[config.mk]
export PLATFORM = sky130hd
export DESIGN_NAME = averaging_sequencer
export DESIGN_NICKNAME = d
export VERILOG_FILES = /design/src/rtl/averaging_sequencer.sv
export SDC_FILE = /design/constraint.sdc
export NUM_CORES = 1
export LEC_CHECK = 0
export BUFFER_PORTS_ARGS = -buffer_cell sky130_fd_sc_hd__buf_2
export CELL_PAD_IN_SITES_DETAIL_PLACEMENT = 2
export CELL_PAD_IN_SITES_GLOBAL_PLACEMENT = 2
export CORE_ASPECT_RATIO = 0.9
export CORE_MARGIN = 3
export CORE_UTILIZATION = 25
export CTS_CLUSTER_DIAMETER = 40
export DETAILED_ROUTE_END_ITERATION = 8
export PLACE_DENSITY = 0.64
export SYNTH_ARGS = -nofsm -noshare
export SYNTH_HDL_FRONTEND = slang
export SYNTH_SLANG_ARGS = --single-unit
[constraint.sdc]
create_clock -name clock -period 3.2 [get_ports clock]
set_clock_uncertainty 0.1 [all_clocks]
set_input_delay 0.64 -clock clock [delete_from_list [all_inputs] [get_ports clock]]
set_output_delay 0.64 -clock clock [all_outputs]
set_load 0.05 [all_outputs]
[src/rtl/averaging_sequencer.sv]
// Sequencer driving a bank of averager channels: clears accumulators, issues
// interleaved per-channel add strobes for N sample slots, then publishes results.
module averaging_sequencer #(
    parameter int max_samples = 16,
    parameter int channels    = 4
) (
    input  logic                               clock,
    input  logic                               reset,
    input  logic                               start,
    input  logic                               continuous,
    input  logic [$clog2(max_samples+1)-1:0]   sample_count,
    output logic [channels-1:0]                clear,
    output logic [channels-1:0]                add,
    output logic [channels-1:0]                show,
    output logic                               busy
);

    localparam int NW = $clog2(max_samples + 1);
    localparam int CW = (channels > 1) ? $clog2(channels) : 1;
    localparam logic [NW-1:0]       N_ZERO   = {NW{1'b0}};
    localparam logic [NW-1:0]       N_ONE    = NW'(1);
    localparam logic [NW-1:0]       N_MAX    = NW'(max_samples);
    localparam logic [CW-1:0]       C_ZERO   = {CW{1'b0}};
    localparam logic [CW-1:0]       C_ONE    = CW'(1);
    localparam logic [CW-1:0]       C_LAST   = CW'(channels - 1);
    localparam logic [channels-1:0] ALL_ONES = {channels{1'b1}};
    localparam logic [channels-1:0] NONE     = {channels{1'b0}};

    typedef enum logic [1:0] {
        IDLE    = 2'd0,
        CLEAR   = 2'd1,
        ACQUIRE = 2'd2,
        SHOW    = 2'd3
    } state_t;

    state_t          state_r;
    logic [NW-1:0]   n_r;
    logic [NW-1:0]   slot_r;
    logic [CW-1:0]   chan_r;
    logic            gap_r;
    logic            start_q_r;
    logic            hist_valid_r;
    logic            start_edge_s;

    function automatic logic [NW-1:0] clamp_n(input logic [NW-1:0] n);
        logic [NW-1:0] r;
        if (n == N_ZERO) begin
            r = N_ONE;
        end else if (n > N_MAX) begin
            r = N_MAX;
        end else begin
            r = n;
        end
        return r;
    endfunction

    function automatic logic [channels-1:0] one_hot(input logic [CW-1:0] c);
        logic [channels-1:0] r;
        r = NONE;
        for (int i = 0; i < channels; i++) begin
            if (CW'(i) == c) begin
                r[i] = 1'b1;
            end else begin
                r[i] = 1'b0;
            end
        end
        return r;
    endfunction

    // Rising-edge detect; suppressed until one real history sample exists after reset
    always_comb begin
        start_edge_s = 1'b0;
        if (start && !start_q_r && hist_valid_r) begin
            start_edge_s = 1'b1;
        end else begin
            start_edge_s = 1'b0;
        end
    end

    // Main sequencer with registered strobes
    always_ff @(posedge clock or negedge reset) begin
        if (!reset) begin
            state_r      <= IDLE;
            n_r          <= N_ZERO;
            slot_r       <= N_ZERO;
            chan_r       <= C_ZERO;
            gap_r        <= 1'b0;
            start_q_r    <= 1'b0;
            hist_valid_r <= 1'b0;
            clear        <= NONE;
            add          <= NONE;
            show         <= NONE;
            busy         <= 1'b0;
        end else begin
            start_q_r    <= start;
            hist_valid_r <= 1'b1;
            case (state_r)
                IDLE: begin
                    if (start_edge_s) begin
                        n_r     <= clamp_n(sample_count);
                        state_r <= CLEAR;
                        clear   <= ALL_ONES;
                        busy    <= 1'b1;
                    end else begin
                        busy    <= 1'b0;
                    end
                end
                CLEAR: begin
                    clear   <= NONE;
                    state_r <= ACQUIRE;
                    slot_r  <= N_ZERO;
                    chan_r  <= C_ZERO;
                    gap_r   <= 1'b0;
                    add     <= one_hot(C_ZERO);
                end
                ACQUIRE: begin
                    if (!gap_r) begin
                        add   <= NONE;
                        gap_r <= 1'b1;
                    end else if (chan_r != C_LAST) begin
                        chan_r <= chan_r + C_ONE;
                        add    <= one_hot(chan_r + C_ONE);
                        gap_r  <= 1'b0;
                    end else if ((slot_r + N_ONE) != n_r) begin
                        // Slot finished for all channels; start the next one
                        slot_r <= slot_r + N_ONE;
                        chan_r <= C_ZERO;
                        add    <= one_hot(C_ZERO);
                        gap_r  <= 1'b0;
                    end else begin
                        state_r <= SHOW;
                        show    <= ALL_ONES;
                        gap_r   <= 1'b0;
                    end
                end
                SHOW: begin
                    show <= NONE;
                    if (continuous) begin
                        n_r     <= clamp_n(sample_count);
                        state_r <= CLEAR;
                        clear   <= ALL_ONES;
                    end else begin
                        state_r <= IDLE;
                        busy    <= 1'b0;
                    end
                end
                default: begin
                    state_r <= IDLE;
                    clear   <= NONE;
                    add     <= NONE;
                    show    <= NONE;
                    busy    <= 1'b0;
                end
            endcase
        end
    end

endmodule

==> summary.txt <==
Outcome
  • Status: completed

Route
  • DR vias: 1145
  • Post-route ant nets: 0
  • Drt pass-1 iters: 4
  • Wire length per cell: 15.7 µm
  • Iter 0 DRT Violations: 39
  • Routed vias/inst: 4.83
  • Final WL: 3.72 mm
  • DRC: 0

Timing
  • Period minus WS final: 2.30 ns
  • Worst-margin pin slew: 0.600 ns
  • Final WS setup: 0.897 ns
  • RSZ-0062 raised after global routing: false
  • Final Setup Violations: 0
  • Rel. slew slack: 60.0%
  • Count of pins over their slew limit: 0
  • Fmax: 434 MHz
  • Hold slack final: 0.248 ns
  • Final TNS setup: 0 ns
  • Crit share post-route: 72.0%
  • Final Hold Violating Endpoints: 0

Clock tree
  • Clk buf depth: 2
  • Hold-fix buffers, CTS: 0
  • CTS tree: done
  • Num CTS Buffers: 3
  • CTS Sinks: 24
  • Htree depth: 1
  • Worst-path clk slew: 0.11 ns
  • CTS root buf: clkbuf_8
  • Post-CTS Resized: 0
  • Post-CTS setup repair buffer count: 0
  • Worst-Skew Late Latency: 0.28 ns

Synthesis
  • Post-synth EDFFs: 0
  • Cell variety after synth: 42
  • Share of flip-flops with an asynchronous set or reset: 100%
  • Main synth FF type: dfrtp_1
  • Post-synth net total: 174
  • Post-synth top area share: 39.8%
  • Syn_area_per_cell: 9.79 µm²
  • Cell count after synthesis: 154
  • Post-synth top area cell: dfrtp_1
  • Leading post-synthesis cells by cell area: dfrtp_1 40%, ha_1 9.1%, xnor2_1 4.1%
  • FF+latch count, synth: 24
  • Register area share after synthesis: 39.8%
  • Post-Synthesis Cell Area: 1510 µm²
  • Yosys synthesis warning count: 0

Cells and area
  • Area of the multi-input gates: 774 µm²
  • Area Growth Syn to Fin: 12.4%
  • Fillers: 643
  • Core Util, Final: 29.4%
  • Nets: 188
  • Antenna diode count: 0
  • Cell Count, Final, Fillers Out: 237
  • Seq. cell area: 601 µm²
  • Layout cell share with drive strength beyond 1: 20.4%
  • Post-Layout Inst Area: 1700 µm²

Power
  • Psw: 0.743 mW
  • Comb power frac: 51.4%
  • Power, Total: 1.55 mW
  • Power Internal: 0.808 mW
  • Power Density: 915 nW/µm²
  • Switching Share: 47.9%
  • Clock Power Share: 17.9%
  • Leakage power: 0.762 nW
  • Sequential share of power: 30.7%
  • VDD IR max: 0.285 mV

Setup path
  • CP bufs+invs: 0
  • Reg-to-Reg Start: slot_r[0]
  • Crit path max-delay family: compound AO/OA/AOI/OAI gates
  • CP arrival: 2.35 ns
  • Type of the worst setup path: flop to flop
  • CP Max Fanout: 8
  • Startpoint Class: flop
  • Required time of the critical path: 3.24 ns
  • Critical path's slowest cell: dfrtp_1
  • R2R Setup Slk: 0.90 ns
  • R2R Path End: slot_r[1]
  • Worst r2r path cells: 7
  • Critical path's largest stage delay: 0.45 ns
  • Endpoint type of the worst setup path: flop
  • Cell Chain, Critical Path: ha_1, nor3b_1, o21a_1, o311a_4, nor2_1, mux2i_1, o21ai_1

Die
  • Die H: 79.7 µm
  • Placeable Area: 5760 µm²
  • Die X: 87.9 µm
  • Row cnt: 26
  • # IOs: 22
  • Die footprint: 7000 µm²
  • Starting Density: 26.2%

Place
  • Global placement routability congestion: 0.712
  • Post-DP HPWL: 2.79 mm
  • Port Buffers: 21
  • DP Area: 1620 µm²
  • Dpl ws: 0.907 ns
  • Placed cells: 233

GRT
  • Gr usage total: 11.9%
  • Met1 usage: 15.5%
  • Vias in the first global route: 1306
  • First-pass GRT wire length: 6.55 mm
  • M3 GR Usage: 2.79%
  • Pin count of the biggest net entering global routing: 25
  • Met2 usage: 20.4%
  • GRT overflow: 0
  • Initial antenna violation count: 0
  • GRT busiest layer: met2

Worst hold path
  • Worst Hold Class: input port to async pin

Job
  • Max-cap violations: 0
==> cells in the mapped netlist, types with 2 or more instances <==
cell      number
buf_4          8
xor2_1         2
clkbuf_1       3
nor3_1         3
o21ai_1        2
o22ai_1        4
nor2_1         7
nand3b_1       4
dfrtp_1       24
o221ai_1       3
nand4_1        4
o21ai_0        5
nand3_1        6
xnor2_1        7
and2b_1        2
inv_1         15
o21bai_1       2
ha_1          11
mux2i_1        5
a21oi_1        5
nand2_1       10
mux2_2         2
==> state kept, by name (all words and copies together), names as in the netlist <==
signal	flops
start_q_r	1
slot_r	5
n_r	5
state_r	2
add	4
gap_r	1
clear	1
hist_valid_r	1
busy	1
show	1
chan_r	2
==> power by group through the flow <==
stage	sequential (mW)	combinational, mW	clock, mW
2_1_floorplan	0.542	0.573	0
3_3_place_gp	0.481	0.778	0
3_5_place_dp	0.487	0.805	0
4_1_cts	0.480	0.812	0.287
5_1_grt	0.496	0.876	0.306
6_report	0.477	0.797	0.278
==> layout by cell type, fill, tap and decap left out, types with 2 or more instances in the layout <==
cell type,instances
xnor2_1,7
nand3b_1,4
a21oi_1,5
dfrtp_1,24
o21ai_0,5
inv_1,15
nor2_1,7
o21bai_1,2
mux2i_1,5
nand4_1,4
nor3_1,3
xor2_1,2
nand2_1,10
clkbuf_8,3
o221ai_1,3
nand3_1,6
o22ai_1,4
o21ai_1,2
ha_1,11
and2b_1,2
buf_2,21
mux2_2,2
==> metal layers <==
layer,part of all wire (%),wire (µm),up-vias
met5,0,0,-
met4,0.46,17,0
met3,2.9,109,2
met2,50,1850,16
met1,47,1740,578
li1,-,-,549
==> worst max-delay path by stage <==
stage / from / to / slack (ns) / depth (start not counted)
2_1_floorplan: slot_r[0] / state_r[1] / 1.08 / 7
3_3_place_gp: slot_r[0] / state_r[1] / 0.99 / 7
3_5_place_dp: slot_r[0] / state_r[1] / 0.91 / 7
4_1_cts: slot_r[0] / slot_r[1] / 0.88 / 7
5_1_grt: state_r[0] / chan_r[0] / 0.70 / 6
6_report: slot_r[0] / slot_r[1] / 0.90 / 7
==> worst register-to-register path: cells and delay by family, from the launching register on <==
kind                       cells  cell delay [ns]
and+or+nand+nor                2             0.40
adders and majority gates      1             0.28
AOI/OAI and AO/OA              3             0.70
muxes                          1             0.25
DFF                            1             0.45
==> final cells by class <==
| type | instances | area share, % |
|---|---|---|
| multi-input cells | 103 | 45.7 |
| flip-flops and latches | 24 | 35.4 |
| repair buffers | 21 | 6.20 |
| well taps | 70 | 5.17 |
| inverters | 15 | 3.32 |
| clock buffers | 3 | 2.44 |
| clock inverters | 1 | 1.77 |
==> cells by family after synthesis <==
kind of cell | share of synthesized area (%)
AOI/OAI and AO/OA | 14.5
xor gates and xnor gates | 5.23
adders and majority gates | 9.13
buffers and inverters | 8.80
DFF | 39.8
muxes | 5.81
other | 0.249
and+or+nand+nor | 16.4
Note: power is estimated with default switching activity, not from simulation.
